`config.mk`:
```
export PLATFORM = sky130hd
export DESIGN_NAME = btn_pulse_gen
export DESIGN_NICKNAME = d
export VERILOG_FILES = /design/src/rtl/btn_pulse_gen.sv
export SDC_FILE = /design/constraint.sdc
export NUM_CORES = 1
export LEC_CHECK = 0
export BUFFER_PORTS_ARGS = -buffer_cell sky130_fd_sc_hd__buf_2
export CAP_MARGIN = 20
export CORE_MARGIN = 10
export CORE_UTILIZATION = 40
export DETAILED_ROUTE_END_ITERATION = 16
export GPL_ROUTABILITY_DRIVEN = 0
export PLACE_DENSITY = 0.58
export SLEW_MARGIN = 40
export SYNTH_ARGS = -nofsm -noshare
export SYNTH_HDL_FRONTEND = slang
export SYNTH_SLANG_ARGS = --single-unit
```
`constraint.sdc`:
```
create_clock -name clk -period 2.42 [get_ports clk]
set_input_delay 0.484 -clock clk [delete_from_list [all_inputs] [get_ports clk]]
set_output_delay 0.484 -clock clk [all_outputs]
set_load 0.1 [all_outputs]
```
`src/rtl/btn_pulse_gen.sv`:
```
//------------------------------------------------------------------------------
// Module      : btn_pulse_gen
// Description : Push-button conditioner: 2-flop synchroniser, debounce FSM,
//               press/release strobes, auto-repeat step strobe, step counter.
// Revision    : 1.0 - initial release
//------------------------------------------------------------------------------
`timescale 1ns/1ps
`default_nettype none

module btn_pulse_gen #(
  parameter int DEBOUNCE_CYCLES = 1000000,
  parameter int REPEAT_EN       = 1,
  parameter int REPEAT_DELAY    = 50000000,
  parameter int REPEAT_PERIOD   = 10000000,
  parameter int CNT_W           = 32
) (
  input  logic       clk,
  input  logic       rst,
  input  logic       btn_in,
  output logic       btn_level,
  output logic       btn_press,
  output logic       btn_release,
  output logic       btn_step,
  output logic [7:0] step_cnt
);

  typedef enum logic [2:0] {
    ST_IDLE       = 3'd0,
    ST_DB_PRESS   = 3'd1,
    ST_PRESSED    = 3'd2,
    ST_REPEAT     = 3'd3,
    ST_DB_RELEASE = 3'd4
  } state_t;

  localparam logic [CNT_W-1:0] c_db_last     = CNT_W'(DEBOUNCE_CYCLES - 1);
  localparam logic [CNT_W-1:0] c_delay_last  = CNT_W'(REPEAT_DELAY - 1);
  localparam logic [CNT_W-1:0] c_period_last = CNT_W'(REPEAT_PERIOD - 1);
  localparam logic [CNT_W-1:0] c_cnt_one     = CNT_W'(1);
  localparam logic [CNT_W-1:0] c_cnt_max     = {CNT_W{1'b1}};
  localparam bit               c_rep_en      = (REPEAT_EN != 0);

  logic             r_s1;
  logic             r_s;
  state_t           r_state;
  logic [CNT_W-1:0] r_cnt;
  logic             r_level;
  logic             r_press;
  logic             r_release;
  logic             r_step;
  logic [7:0]       r_step_cnt;

  always_ff @(posedge clk or posedge rst) begin
    if (rst) begin
      r_s1 <= 1'b0;
      r_s  <= 1'b0;
    end else begin
      r_s1 <= btn_in;
      r_s  <= r_s1;
    end
  end

  // Debounce / repeat FSM; all outputs registered, strobes default low.
  always_ff @(posedge clk or posedge rst) begin
    if (rst) begin
      r_state   <= ST_IDLE;
      r_cnt     <= '0;
      r_level   <= 1'b0;
      r_press   <= 1'b0;
      r_release <= 1'b0;
      r_step    <= 1'b0;
    end else begin
      r_press   <= 1'b0;
      r_release <= 1'b0;
      r_step    <= 1'b0;
      case (r_state)
        ST_IDLE: begin
          if (r_s) begin
            r_state <= ST_DB_PRESS;
            r_cnt   <= '0;
          end
        end
        ST_DB_PRESS: begin
          if (!r_s) begin
            r_state <= ST_IDLE;
          end else if (r_cnt == c_db_last) begin
            r_state <= ST_PRESSED;
            r_cnt   <= '0;
            r_level <= 1'b1;
            r_press <= 1'b1;
            r_step  <= 1'b1;
          end else begin
            r_cnt <= r_cnt + c_cnt_one;
          end
        end
        ST_PRESSED: begin
          if (!r_s) begin
            r_state <= ST_DB_RELEASE;
            r_cnt   <= '0;
          end else if (c_rep_en && (r_cnt == c_delay_last)) begin
            r_state <= ST_REPEAT;
            r_cnt   <= '0;
            r_step  <= 1'b1;
          end else if (r_cnt != c_cnt_max) begin
            // Saturate so a long hold without repeat never wraps the counter.
            r_cnt <= r_cnt + c_cnt_one;
          end
        end
        ST_REPEAT: begin
          if (!r_s) begin
            r_state <= ST_DB_RELEASE;
            r_cnt   <= '0;
          end else if (r_cnt == c_period_last) begin
            r_cnt  <= '0;
            r_step <= 1'b1;
          end else begin
            r_cnt <= r_cnt + c_cnt_one;
          end
        end
        ST_DB_RELEASE: begin
          // A bounce back high returns to PRESSED and restarts the repeat delay.
          if (r_s) begin
            r_state <= ST_PRESSED;
            r_cnt   <= '0;
          end else if (r_cnt == c_db_last) begin
            r_state   <= ST_IDLE;
            r_cnt     <= '0;
            r_level   <= 1'b0;
            r_release <= 1'b1;
          end else begin
            r_cnt <= r_cnt + c_cnt_one;
          end
        end
        default: begin
          r_state <= ST_IDLE;
          r_cnt   <= '0;
        end
      endcase
    end
  end

  always_ff @(posedge clk or posedge rst) begin
    if (rst) begin
      r_step_cnt <= 8'd0;
    end else if (r_step) begin
      r_step_cnt <= r_step_cnt + 8'd1;
    end
  end

  assign btn_level   = r_level;
  assign btn_press   = r_press;
  assign btn_release = r_release;
  assign btn_step    = r_step;
  assign step_cnt    = r_step_cnt;

endmodule

`default_nettype wire
```
==> reports/metrics.yaml, run 1 <==
routed_wl_um: 7750
maxCapViolCount: 0
ant_nets: 0
netlist_instances: 326
dieArea_sq_um: 11100
drtPass1Iterations: 5
combPwrFrac_pct: 9.2
grt_usage_pct: 13.8
post-route-drc-count: 0
ys_ff_latch: 49
yosysUniqueCellTypes: 59
p_leak_uw: 0.00139
nets: 355
yosys_warnings: 0
crit_type: "reg2reg"
io_pins: 15
fillCellCount: 693
fp.dieH_um: 105
die_w_um: 105
syn-cell-area_sq_um: 2900
crit_path_start_kind: "flip-flop"
ys_top_cells_by_area: "dfrtp_1 (42%), nand3_1 (4.3%), nand2_1 (3.9%)"
peakVddDrop_mv: 0.292
coreArea_sq_um: 6910
yosysTopAreaCell: "dfrtp_1"
postCtsHoldBufs: 0
hp-class: "in2async"
slew-limit-headroom_pct: 61.0
hold_viol: 0
cp.required_ns: 2.61
grt_max_degree: 32
worst_ep_arrival_time_ns: 2.59
io_buffers: 14
synth_edf_count: 0
grt_antenna_before_repair: 0
crit_path_start: "r_cnt[0]"
setup_viol: 0
grt_pass1_wl_um: 12900
yosysSeqAreaShare_pct: 42.2
h-tree-depth: 2
drtIter0Drc: 174
start_util_pct: 42.0
clk_pin_slew_ns: 0.09
switchingPower_uw: 378
fin_util_pct: 48.2
internal_power_uw: 1150
powerDensity_nw_per_um2: 459
avgSynthCellArea_sq_um: 8.90
numClockSinks: 49
cts_root_buffer: "clkbuf_8"
r2r_start: "r_cnt[0]"
drv_slew: 0
switching_share_pct: 24.7
via_per_inst: 5.95
synthArstFlopShare_pct: 100
synth-main-ff-cell: "dfrtp_1"
syn_to_final_growth_pct: 14.8
seqPwrFrac_pct: 56.5
max_freq_ghz: 0.418
syn_nets: 331
grt_pass1_vias: 2533
tightest_slew_ns: 0.580
rrSetupSlack_ns: 0.03
cts_tree: "built"
crit_path_max_fanout: 16
r2r_end: "r_cnt[13]"
wl_per_cell_um: 17.3
status: "complete, no violations"
num_vias: 2661
reg2reg_depth: 9
cts_buffers: 5
row_count: 30
skew_ns: 0.00597
period_needed_ns: 2.39
critPathCapture: "r_cnt[13]"
period_share_pct: 98.9
diodes: 0
cts_max_path_buffers: 2
synth_top_area_share_pct: 42.2
detailed_place_hpwl_um: 5360
drive_gt1_share_pct: 17.1
end_kind: "flip-flop"
gr-total-overflow: 0
fin_setup_tns_ns: 0
clkLatencyLatePin_ns: 0.30
p_clk_share_pct: 34.3
rsz0062_at_grt: "yes"
-- Yosys cell counts (9+ instances only) --
cell type and count:
nand4_1 10, o21ai_0 16, a22o_1 11, inv_1 10, and3_1 10, nand3_1 25, a21oi_1 13, nand2_1 30
dfrtp_1 49, nor2_1 22, buf_2 9, nor3_1 14
-- per-layer routing --
layer	GRT usage (%)	vias to the layer above	part of all wire, %
met3	2.76	13	7.2
met1	18.4	1276	45
met4	4.51	0	1.8
met2	21.6	105	46
li1	-	1267	-
met5	0	-	0
-- sequential cells by signal, indices dropped and copies added (netlist names) --
signal       cells
btn_press        1
step_cnt         8
btn_release      1
btn_level        1
r_state          3
r_cnt           32
r_s1             1
r_s              1
btn_step         1
-- worst min path at each step --
stage | slack [ns] | end
after detailed placement | 0.34 | r_s
after global routing | 0.20 | btn_level
after global placement | 0.34 | r_s
final | 0.18 | btn_level
after floorplan | 0.33 | r_s
after CTS | 0.19 | r_cnt[16]
-- power groups by stage --
| stage | clock (uW) | sequential (uW) | combinational (uW) |
|---|---|---|---|
| 5_1_grt | 586 | 869 | 157 |
| 6_report | 525 | 863 | 141 |
| 3_5_place_dp | 0 | 878 | 135 |
| 4_1_cts | 551 | 862 | 135 |
| 3_3_place_gp | 0 | 877 | 133 |
| 2_1_floorplan | 0 | 873 | 86.7 |
-- cell type report --
type / instances / area, sq um / area share, %
multi-input combinational: 246 / 1570 / 47.0
inverter: 10 / 37.5 / 1.13
sequential: 49 / 1230 / 36.9
clock inverter: 1 / 5.00 / 0.150
tap: 96 / 120 / 3.60
clock buffer: 7 / 96.3 / 2.89
timing repair buffer: 38 / 279 / 8.37
-- timing repair --
action | in CTS | in global routing
resized for setup | 0 | 8
setup endpoints to repair | 0 | 30
setup buffers | 0 | 2
hold endpoints to repair | 0 | 0
-- worst max-delay path, cell delays in order, from the launching register on --
cell and delay (ns):
dfrtp_2 0.41, ha_1 0.17, and4_2 0.28, nand4_2 0.21, o41ai_4 0.40, nand4_1 0.15
buf_4 0.19, buf_12 0.15, a21o_1 0.16, a22o_1 0.17
-- placed cells by master, fill, tap and decap left out, types with 3 or more instances in the layout --
| cell type | n |
|---|---|
| o2bb2ai_1 | 7 |
| a21oi_1 | 13 |
| and4_1 | 4 |
| nor2b_1 | 3 |
| dfrtp_1 | 47 |
| clkbuf_8 | 7 |
| nand3_1 | 25 |
| inv_1 | 9 |
| o22ai_1 | 3 |
| a22o_1 | 11 |
| o21ai_1 | 8 |
| nor4_1 | 7 |
| nor3_1 | 14 |
| or3_1 | 3 |
| nand2b_1 | 6 |
| and3_1 | 10 |
| nor2_1 | 22 |
| nand4_1 | 10 |
| or4_1 | 4 |
| o311ai_1 | 4 |
| buf_2 | 14 |
| buf_4 | 21 |
| xnor2_1 | 6 |
| nand2_1 | 29 |
| o21ai_0 | 16 |
-- cells by family (layout without fill, tap and decap cells) --
group,count (synthesis),count (layout),share of synthesized area [%]
DFF,49,49,42.2
adders and majority gates,2,2,0.862
AOI/OAI and AO/OA,81,81,19.5
buffers and inverters,32,56,5.30
and+or+nand+nor,153,154,29.2
muxes,2,2,0.733
xor gates and xnor gates,7,7,2.11
-- per-stage QoR --
stage	hold slack [ns]	cell area [sq um]	total power [uW]	setup WS (ns)	instances
global route	0.199	3330	1610	-0.0409	447
CTS	0.193	3270	1550	0.0544	444
finish	0.179	3330	1530	0.0273	447
detailed placement	0.340	3170	1010	0.0602	436
global placement	0.337	3170	1010	0.0959	436
floorplan	0.331	2900	960	0.231	326
No activity file was read; power rests on OpenSTA's default activity.
==> run 2: changes to the inputs <==
- BUFFER_PORTS_ARGS: -buffer_cell sky130_fd_sc_hd__buf_2 -> -buffer_cell sky130_fd_sc_hd__buf_4
==> run 2 against run 1 <==
- core utilization rose by 1.1 points
- maximum frequency rose by 4.6%
- routed wire length fell by 2.7%
- largest power group unchanged
==> reports/metrics.yaml, run 2 (synthesized netlist as in run 1, its figures left out) <==
status: "complete, no violations"
switchingPower_uw: 403  # +6.8%
row_count: 30  # unchanged
rsz0062_at_grt: "yes"
hold_viol: 0  # unchanged
postCtsHoldBufs: 0  # unchanged
period_needed_ns: 2.29  # -0.106 ns
h-tree-depth: 2  # unchanged
routed_wl_um: 7540  # -2.7%
io_pins: 15  # unchanged
post_dp_cell_area_sq_um: 3240  # +2.4%
tightest_slew_ns: 0.543  # -0.0371 ns
via_per_inst: 5.71  # -4.1%
combPwrFrac_pct: 10.9  # +1.7 points
cts_root_buffer: "clkbuf_8"
nets: 362  # +2.0%
detailed_place_hpwl_um: 5310  # -0.88%
grt_antenna_before_repair: 0  # unchanged
use_met3_pct: 3.38  # +0.61 points
clkLatencyLatePin_ns: 0.31  # about the same
final_common_cell: "dfrtp_1"
slowest_stage: "or4b_1"
ant_nets: 0  # unchanged
use_met1_pct: 18.0  # -0.48 points
top_register: "r_cnt"
seqPwrFrac_pct: 56.5  # about the same
gr-total-overflow: 0  # unchanged
drtPass1Iterations: 4  # -1
worst_ep_arrival_time_ns: 2.53  # -0.06 ns
p_clk_share_pct: 32.6  # -1.7 points
grt_pass1_wl_um: 12700  # -1.2%
crit_path_max_fanout: 9  # -7
grt_max_degree: 28  # -13%
period_share_pct: 94.5  # -4.4 points
slew-limit-headroom_pct: 63.5  # +2.6 points
max_freq_ghz: 0.437  # +4.6%
hp-class: "in2async"
drive_gt1_share_pct: 18.2  # +1.1 points
dieArea_sq_um: 11100  # unchanged
drv_slew: 0  # unchanged
cpPeakStageDelay_ns: 0.57  # +0.16 ns
fp.dieH_um: 105  # unchanged
path_cells: "or4b_1, o21ai_0, a22oi_1, and4_4, clkbuf_4, or4_1, o21ai_1"
diodes: 0  # unchanged
final_cell_mix: "dfrtp_1 (49), buf_4 (43), nand2_1 (29)"
clk_pin_slew_ns: 0.10  # about the same
grt-busiest-layer: "met2"
switching_share_pct: 26.7  # +1.9 points
end_kind: "flip-flop"
finalInstanceArea_sq_um: 3400  # +2.2%
finalPower_uw: 1510  # -1.0%
crit_path_start_kind: "flip-flop"
numClockSinks: 49  # unchanged
cts_tree: "built"
num_vias: 2593  # -2.6%
fin_util_pct: 49.3  # +1.1 points
cp.required_ns: 2.66  # +0.05 ns
crit_type: "reg2reg"
setup_viol: 0  # unchanged
grt_pass1_vias: 2576  # +1.7%
drtIter0Drc: 176  # +1.1%
coreArea_sq_um: 6910  # unchanged
start_util_pct: 42.0  # unchanged
cts_max_path_buffers: 2  # unchanged
skew_ns: 0.00993  # +0.00396 ns
post-route-drc-count: 0  # unchanged
p_leak_uw: 0.00142  # +1.8%
grt_usage_pct: 13.6  # -0.22 points
maxCapViolCount: 0  # unchanged
cts_buffers: 5  # unchanged
internal_power_uw: 1110  # -3.6%
powerDensity_nw_per_um2: 444  # -3.1%
grt_util_met2_pct: 21.0  # -0.66 points
die_w_um: 105  # unchanged
peakVddDrop_mv: 0.244  # -17%
syn_to_final_growth_pct: 17.3
wl_per_cell_um: 16.6  # -4.2%
io_buffers: 14  # unchanged
largest_reg_flops: 32  # unchanged
-- run 2: cell types whose count changed in the layout (fill, tap and decap cells not counted), sizes merged --
cell	delta
buf	+7
clkinvlp	+2
and4	-1
clkinv	-1
-- run 2: area by class of cell --
class | instances | area, sq um
Timing Repair Buffer | 46 | 370
Sequential cell | 49 | 1230
Multi-Input combinational cell | 245 | 1560
Clock inverter | 2 | 15.0
Fill cell | 688 | 3500
Inverter | 10 | 37.5
Clock buffer | 6 | 72.6
Tap cell | 96 | 120
-- run 2: worst paths after layout --
path                              from          end  slack, ns  depth (start not counted)
worst max-delay path               r_s    r_cnt[22]       0.13                          7
min in group clk                btn_in         r_s1       0.27                          1
worst min-delay path               rst  step_cnt[0]       0.21                          2
worst max register to register     r_s    r_cnt[22]       0.13                          7
max in group asynchronous          rst    r_cnt[10]       1.67                          3
worst min register to register    r_s1          r_s       0.36                          0
-- run 2: through the flow --
stage	std cells	setup WS [ns]	hold slack (ns)	TNS, ns
final	454	0.134	0.208	0
after global routing	454	-0.0241	0.238	-0.147
after CTS	451	0.0865	0.230	0
after detailed placement	443	-0.0479	0.335	-0.128
after global placement	443	-0.0441	0.332	-0.120
after floorplan	326	0.231	0.331	0
-- run 2: timing repair --
action / in CTS / in global routing
buffers inserted: 0 / 3
endpoints found under the setup margin: 4 / 24
gates cloned: 0 / 0
resized for setup: 1 / 6
pin swaps: 0 / 2
-- run 2: worst max-delay path: cells and delay by family (launching register included) --
kind	cells	cell delay (ns)
compound gates	3	0.34
buf+inv	1	0.19
flops	1	0.44
simple gates	3	1.24
-- run 2: per-layer routing --
metal	vias up	routed length [um]
met4	0	106
met1	1243	3520
met2	61	3420
met3	10	494
met5	-	0
li1	1279	-
-- run 2: power groups by stage --
stage / clock [uW] / sequential, uW / combinational, uW
6_report: 493 / 855 / 164
3_5_place_dp: 0 / 870 / 155
4_1_cts: 505 / 854 / 156
2_1_floorplan: 0 / 873 / 86.7
5_1_grt: 536 / 860 / 182
3_3_place_gp: 0 / 870 / 155
